==> config.mk <==
export PLATFORM = sky130hd
export DESIGN_NAME = sha3_state_drain
export DESIGN_NICKNAME = d
export VERILOG_FILES = /design/src/rtl/sha3_pkg.sv /design/src/rtl/sha3_state_slot.sv /design/src/rtl/sha3_state_drain.sv
export SDC_FILE = /design/constraint.sdc
export NUM_CORES = 2
export LEC_CHECK = 0
export BUFFER_PORTS_ARGS = -buffer_cell sky130_fd_sc_hd__buf_2
export CAP_MARGIN = 30
export CORE_AREA = 2 2 656 658
export CTS_CLUSTER_SIZE = 20
export DETAILED_ROUTE_END_ITERATION = 8
export DIE_AREA = 0 0 658 660
export HOLD_SLACK_MARGIN = 0.12
export PLACE_DENSITY_LB_ADDON = 0.15
export SETUP_SLACK_MARGIN = 0.3
export SLEW_MARGIN = 20
export SYNTH_ARGS = -nofsm -noshare
export SYNTH_HDL_FRONTEND = slang
export SYNTH_SLANG_ARGS = --single-unit
==> constraint.sdc <==
create_clock -name clk -period 196.4 [get_ports clk]
set_clock_uncertainty 0.1 [all_clocks]
set_input_delay 29.46 -clock clk [delete_from_list [all_inputs] [get_ports clk]]
set_output_delay 29.46 -clock clk [all_outputs]
set_load 0.02 [all_outputs]
==> src/rtl/sha3_pkg.sv <==
// sha3_pkg: shared Keccak state types, sizes and lane ordering helper
package sha3_pkg;
    localparam int LANE_W = 64;
    localparam int LANES  = 25;
    localparam int ROWS   = 5;
    typedef logic [LANE_W-1:0] lane_t;
    typedef lane_t state_t [ROWS][ROWS];
    function automatic logic [4:0] lane_index(input int row, input int col);
        return 5'(row * ROWS + col);
    endfunction
endpackage

==> src/rtl/sha3_state_slot.sv <==
// sha3_state_slot: one registered 25-lane state slot with a lane-select read port
// clk: clock; we: capture wdata; wdata: full state; sel: lane index 0..24; rdata: selected lane
module sha3_state_slot
    import sha3_pkg::*;
(
    input  logic       clk,
    input  logic       we,
    input  state_t     wdata,
    input  logic [4:0] sel,
    output lane_t      rdata
);
    state_t q;
    always_ff @(posedge clk)
        if (we) q <= wdata;
    always_comb begin
        rdata = '0;
        for (int r = 0; r < ROWS; r++)
            for (int c = 0; c < ROWS; c++)
                if (lane_index(r, c) == sel) rdata = q[r][c];
    end
endmodule

==> src/rtl/sha3_state_drain.sv <==
// sha3_state_drain: captures full 1600-bit states on sample and streams them out lane by lane
// clk/rstn: clock, async active-low reset; isa..ise: row lanes; sample: capture strobe
// odata/olane/olast/ovalid/iready: lane stream handshake; busy: a slot is occupied; overflow: strobe dropped
module sha3_state_drain
    import sha3_pkg::*;
#(
    parameter int BUFFERS = 2
) (
    input  logic        clk,
    input  logic        rstn,
    input  logic [63:0] isa [5],
    input  logic [63:0] isb [5],
    input  logic [63:0] isc [5],
    input  logic [63:0] isd [5],
    input  logic [63:0] ise [5],
    input  logic        sample,
    output logic [63:0] odata,
    output logic [4:0]  olane,
    output logic        olast,
    output logic        ovalid,
    input  logic        iready,
    output logic        busy,
    output logic        overflow
);
    localparam logic [0:0] IDLE   = 1'b0;
    localparam logic [0:0] STREAM = 1'b1;
    logic [0:0] st;
    logic [1:0] occ, occ_n;
    logic       wp, rp, rp_n;
    logic [4:0] beat, beat_n;
    logic       acc, rel, free, cap, go;
    lane_t      rd [2];
    lane_t      odata_n;
    state_t     ws;
    always_comb begin
        ws[0] = isa;
        ws[1] = isb;
        ws[2] = isc;
        ws[3] = isd;
        ws[4] = ise;
    end
    assign acc    = ovalid && iready;
    assign rel    = acc && beat == 5'(LANES - 1);
    // releasing the head slot frees it for a strobe on the same edge
    assign free   = occ < 2'(BUFFERS) || rel;
    assign cap    = sample && free;
    assign occ_n  = occ + 2'(cap) - 2'(rel);
    assign rp_n   = rel ? (BUFFERS == 2 ? ~rp : 1'b0) : rp;
    assign beat_n = (st == IDLE || rel) ? 5'd0 : acc ? beat + 5'd1 : beat;
    assign go     = (st == IDLE) ? occ != 2'd0 : (!rel || occ_n != 2'd0);
    // the next head may be the slot written on this very edge, so take lane 0 straight from the inputs
    assign odata_n = (cap && wp == rp_n) ? isa[0] : rd[rp_n];
    for (genvar i = 0; i < BUFFERS; i++) begin : g_slot
        sha3_state_slot u_slot (
            .clk   (clk),
            .we    (cap && wp == 1'(i)),
            .wdata (ws),
            .sel   (beat_n),
            .rdata (rd[i])
        );
    end
    if (BUFFERS == 1) begin : g_pad
        assign rd[1] = '0;
    end
    always_ff @(posedge clk or negedge rstn) begin
        if (!rstn) begin
            st       <= IDLE;
            occ      <= '0;
            wp       <= 1'b0;
            rp       <= 1'b0;
            beat     <= '0;
            odata    <= '0;
            olane    <= '0;
            olast    <= 1'b0;
            ovalid   <= 1'b0;
            busy     <= 1'b0;
            overflow <= 1'b0;
        end else begin
            st       <= go ? STREAM : IDLE;
            occ      <= occ_n;
            if (cap) wp <= BUFFERS == 2 ? ~wp : 1'b0;
            rp       <= rp_n;
            beat     <= beat_n;
            ovalid   <= go;
            olast    <= go && beat_n == 5'(LANES - 1);
            busy     <= occ_n != 2'd0;
            overflow <= sample && !free;
            if (go) begin
                odata <= odata_n;
                olane <= beat_n;
            end
        end
    end
endmodule

==> impl_metrics.json <==
{
  "path_clk_slew_ns": 0.06,
  "clockBufferDepth": 4,
  "pre_cts_slack_ns": 159.38,
  "die_w_um": 658,
  "synth_xor_area_frac": 0.00130,
  "final_area_um2": 154000,
  "crit_path_end": "g_slot[0].u_slot.q[461]$_DFFE_PP_",
  "cp-end-kind": "flip-flop",
  "critPathKind": "in -> reg",
  "slew_headroom": 0.157,
  "syn_area_per_cell_um2": 16.8,
  "netlist.area_leader.share": 0.785,
  "fin_crit_ns": 36.06,
  "r2r_start": "beat[0]$_DFF_PN0_",
  "setup_ws_ns": 160.35,
  "synth_cell_type_count": 100,
  "yosys-top-cells-area": "edfxtp_1, o22ai_1, dfrtp_1, a22oi_1, a221oi_1",
  "yosysSeqAreaShare": 0.802,
  "die_y_um": 660,
  "dp_cells": 14600,
  "place_congestion": 1.06,
  "die-area_um2": 434000,
  "async_flop_share": 0.0250,
  "ys_warn_count": 0,
  "synth_top_family_by_area": "compound AO/OA/AOI/OAI gates",
  "vias_per_cell": 6.01,
  "setup_violations": 0,
  "fin_tns_setup_ns": 0,
  "cts_hold_buffers": 0,
  "drive_gt1_frac": 0.300,
  "ioPinCount": 1677,
  "nFillCells": 41100,
  "overflow": 0,
  "fmax_mhz": 27.7,
  "first_pass_iters": 9,
  "routedWlPerCell_um": 53.6,
  "grt_pass1_vias": 86900,
  "nNetsFinal": 11000,
  "ant_nets": 0,
  "leakagePower_nw": 52.4,
  "antenna_found_initial": 854,
  "finalPower_w": 0.00304,
  "hold_viol": 0,
  "cap_violations": 0,
  "synth-adder-area-share": 0.000409,
  "start_util": 0.287,
  "worstSkewPairLatency_ns": 1.02,
  "hpwlAfterDp_um": 663000,
  "hold_path_class": "reg -> reg",
  "placed_area_um2": 140000,
  "finalCritPeriodShare": 0.184,
  "htreeDepth": 5,
  "syn2layout_area_growth_pct": 25.7,
  "cts_repair_resize_count": 0,
  "grt_max_degree": 147,
  "numCtsBuffers": 371,
  "synthTopCellsByCount": "edfxtp_1, nand2_1, o22ai_1",
  "totalWireLength_um": 840000,
  "worstPathArrival_ns": 36.62,
  "rsz0062_at_grt": "false",
  "clkSinkCount": 3282,
  "yosys.area.top_type": "edfxtp_1",
  "timing.final.max_slew_violations": 0,
  "ir_worst_vdd_v": 0.00000988,
  "worstRegToRegCells": 14,
  "synth_seq_cells": 3282,
  "crit_required_ns": 196.97,
  "vias": 94300,
  "powerDensity_nw_per_um2": 19.8,
  "syn_area_um2": 122000,
  "layout.cells.non_filler": 15700,
  "grt_pass1_wl_um": 1020000,
  "ff2ff_setup_slack_ns": 188.45,
  "critical_path.startpoint": "iready",
  "worstMarginPinSlew_ns": 1.27,
  "synth-main-ff-cell": "edfxtp_1",
  "rows": 240,
  "muxShareOfSynthArea": 0.00143,
  "synth_edf_count": 3200,
  "core_area_um2": 427000,
  "critPathMaxFanout": 66,
  "syn_inst": 7300,
  "synth-compound-area-share": 0.127,
  "outcome": "finished, final reports clean",
  "synth_nets": 8908,
  "post_cts_buffers": 0,
  "drc_errors": 0,
  "synthSimpleGateAreaFrac": 0.0502,
  "regToRegEndpoint": "g_slot[0].u_slot.q[461]$_DFFE_PP_",
  "io_buffers": 1676,
  "root_buffer": "clkbuf_16",
  "critPathLaunchType": "primary input",
  "grt_usage": 0.374,
  "cts_tree": "yes",
  "drtIter0Drc": 16800,
  "synth.most_common_cell": "edfxtp_1"
}
[worst min-delay path by stage]
stage,from,to,slack [ns],cells past startpoint
final,odata[38]$_DFFE_PN0N_,odata[38]$_DFFE_PN0N_,0.42,1
after detailed placement,odata[38]$_DFFE_PN0N_,odata[38]$_DFFE_PN0N_,0.40,1
after floorplan,occ[0]$_DFF_PN0_,occ[0]$_DFF_PN0_,0.39,1
after global routing,odata[38]$_DFFE_PN0N_,odata[38]$_DFFE_PN0N_,0.43,1
after global placement,odata[38]$_DFFE_PN0N_,odata[38]$_DFFE_PN0N_,0.40,1
after CTS,odata[38]$_DFFE_PN0N_,odata[38]$_DFFE_PN0N_,0.42,1
[per-stage QoR]
step / hold WS, ns / utilization
floorplan: 0.393 / -
global placement: 0.401 / 0.327
detailed placement: 0.399 / 0.329
CTS: 0.419 / 0.357
global route: 0.428 / 0.360
finish: 0.418 / 0.360
[metal layers]
metal | part of all wire | routed length, um | vias up | global-route usage
met5 | 0.0020 | 1690 | - | 0
met4 | 0.099 | 83200 | 222 | 0.320
met3 | 0.11 | 91400 | 2409 | 0.109
met2 | 0.46 | 383000 | 8037 | 0.585
met1 | 0.33 | 281000 | 48800 | 0.421
li1 | - | - | 34900 | -
[logic make-up after synthesis]
logic type / after synthesis
DFF: 3282
and+or+nand+nor: 1294
xor gates and xnor gates: 13
AOI/OAI and AO/OA: 2219
adders and majority gates: 4
muxes: 16
buffers and inverters: 472
[worst max-delay path, stage by stage]
cell and delay (ns):
buf_2 0.72, nand3b_1 0.32, or3_1 0.56, nand2_1 0.17
nand2_1 0.15, nor2_4 0.69, buf_4 0.86, buf_4 0.75
buf_4 0.84, buf_4 0.86, buf_4 0.49, buf_16 0.31
[flip-flops by register name (all words and copies together), names as in the netlist, 2 cells and up]
name	cells
g_slot.u_slot.q	3200
odata	64
beat	5
olane	5
occ	2
[cell usage in the layout (no fill, tap or decap), types with 80 or more instances in the layout]
| cell type | n |
|---|---|
| a21oi_1 | 306 |
| o21ai_0 | 301 |
| buf_2 | 1691 |
| nor2_1 | 303 |
| a221oi_1 | 194 |
| a22oi_1 | 240 |
| nand3_1 | 122 |
| nand2_1 | 406 |
| nand4_1 | 84 |
| a222oi_1 | 137 |
| edfxtp_1 | 3200 |
| clkbuf_16 | 376 |
| o22ai_1 | 407 |
| nor3_1 | 112 |
| diode_2 | 349 |
| dfrtp_1 | 82 |
| clkbuf_1 | 80 |
| buf_4 | 384 |
| o221ai_1 | 112 |
[power by group]
part           switching [W]  internal [W]
combinational        0.00106      0.000287
sequential         0.0000599      0.000928
clock               0.000308      0.000401
[area by class of cell]
class	count	area [um^2]	share of cell area
timing repair buffer	2129	12400	0.0806
inverter	12	45.0	0.000293
sequential	3282	98100	0.638
clock buffer	458	9740	0.0633
multi-input combinational	3546	23100	0.151
clock inverter	226	2350	0.0153
antenna	349	873	0.00568
tap	5687	7120	0.0463
Power figures use the tool's default switching activity.
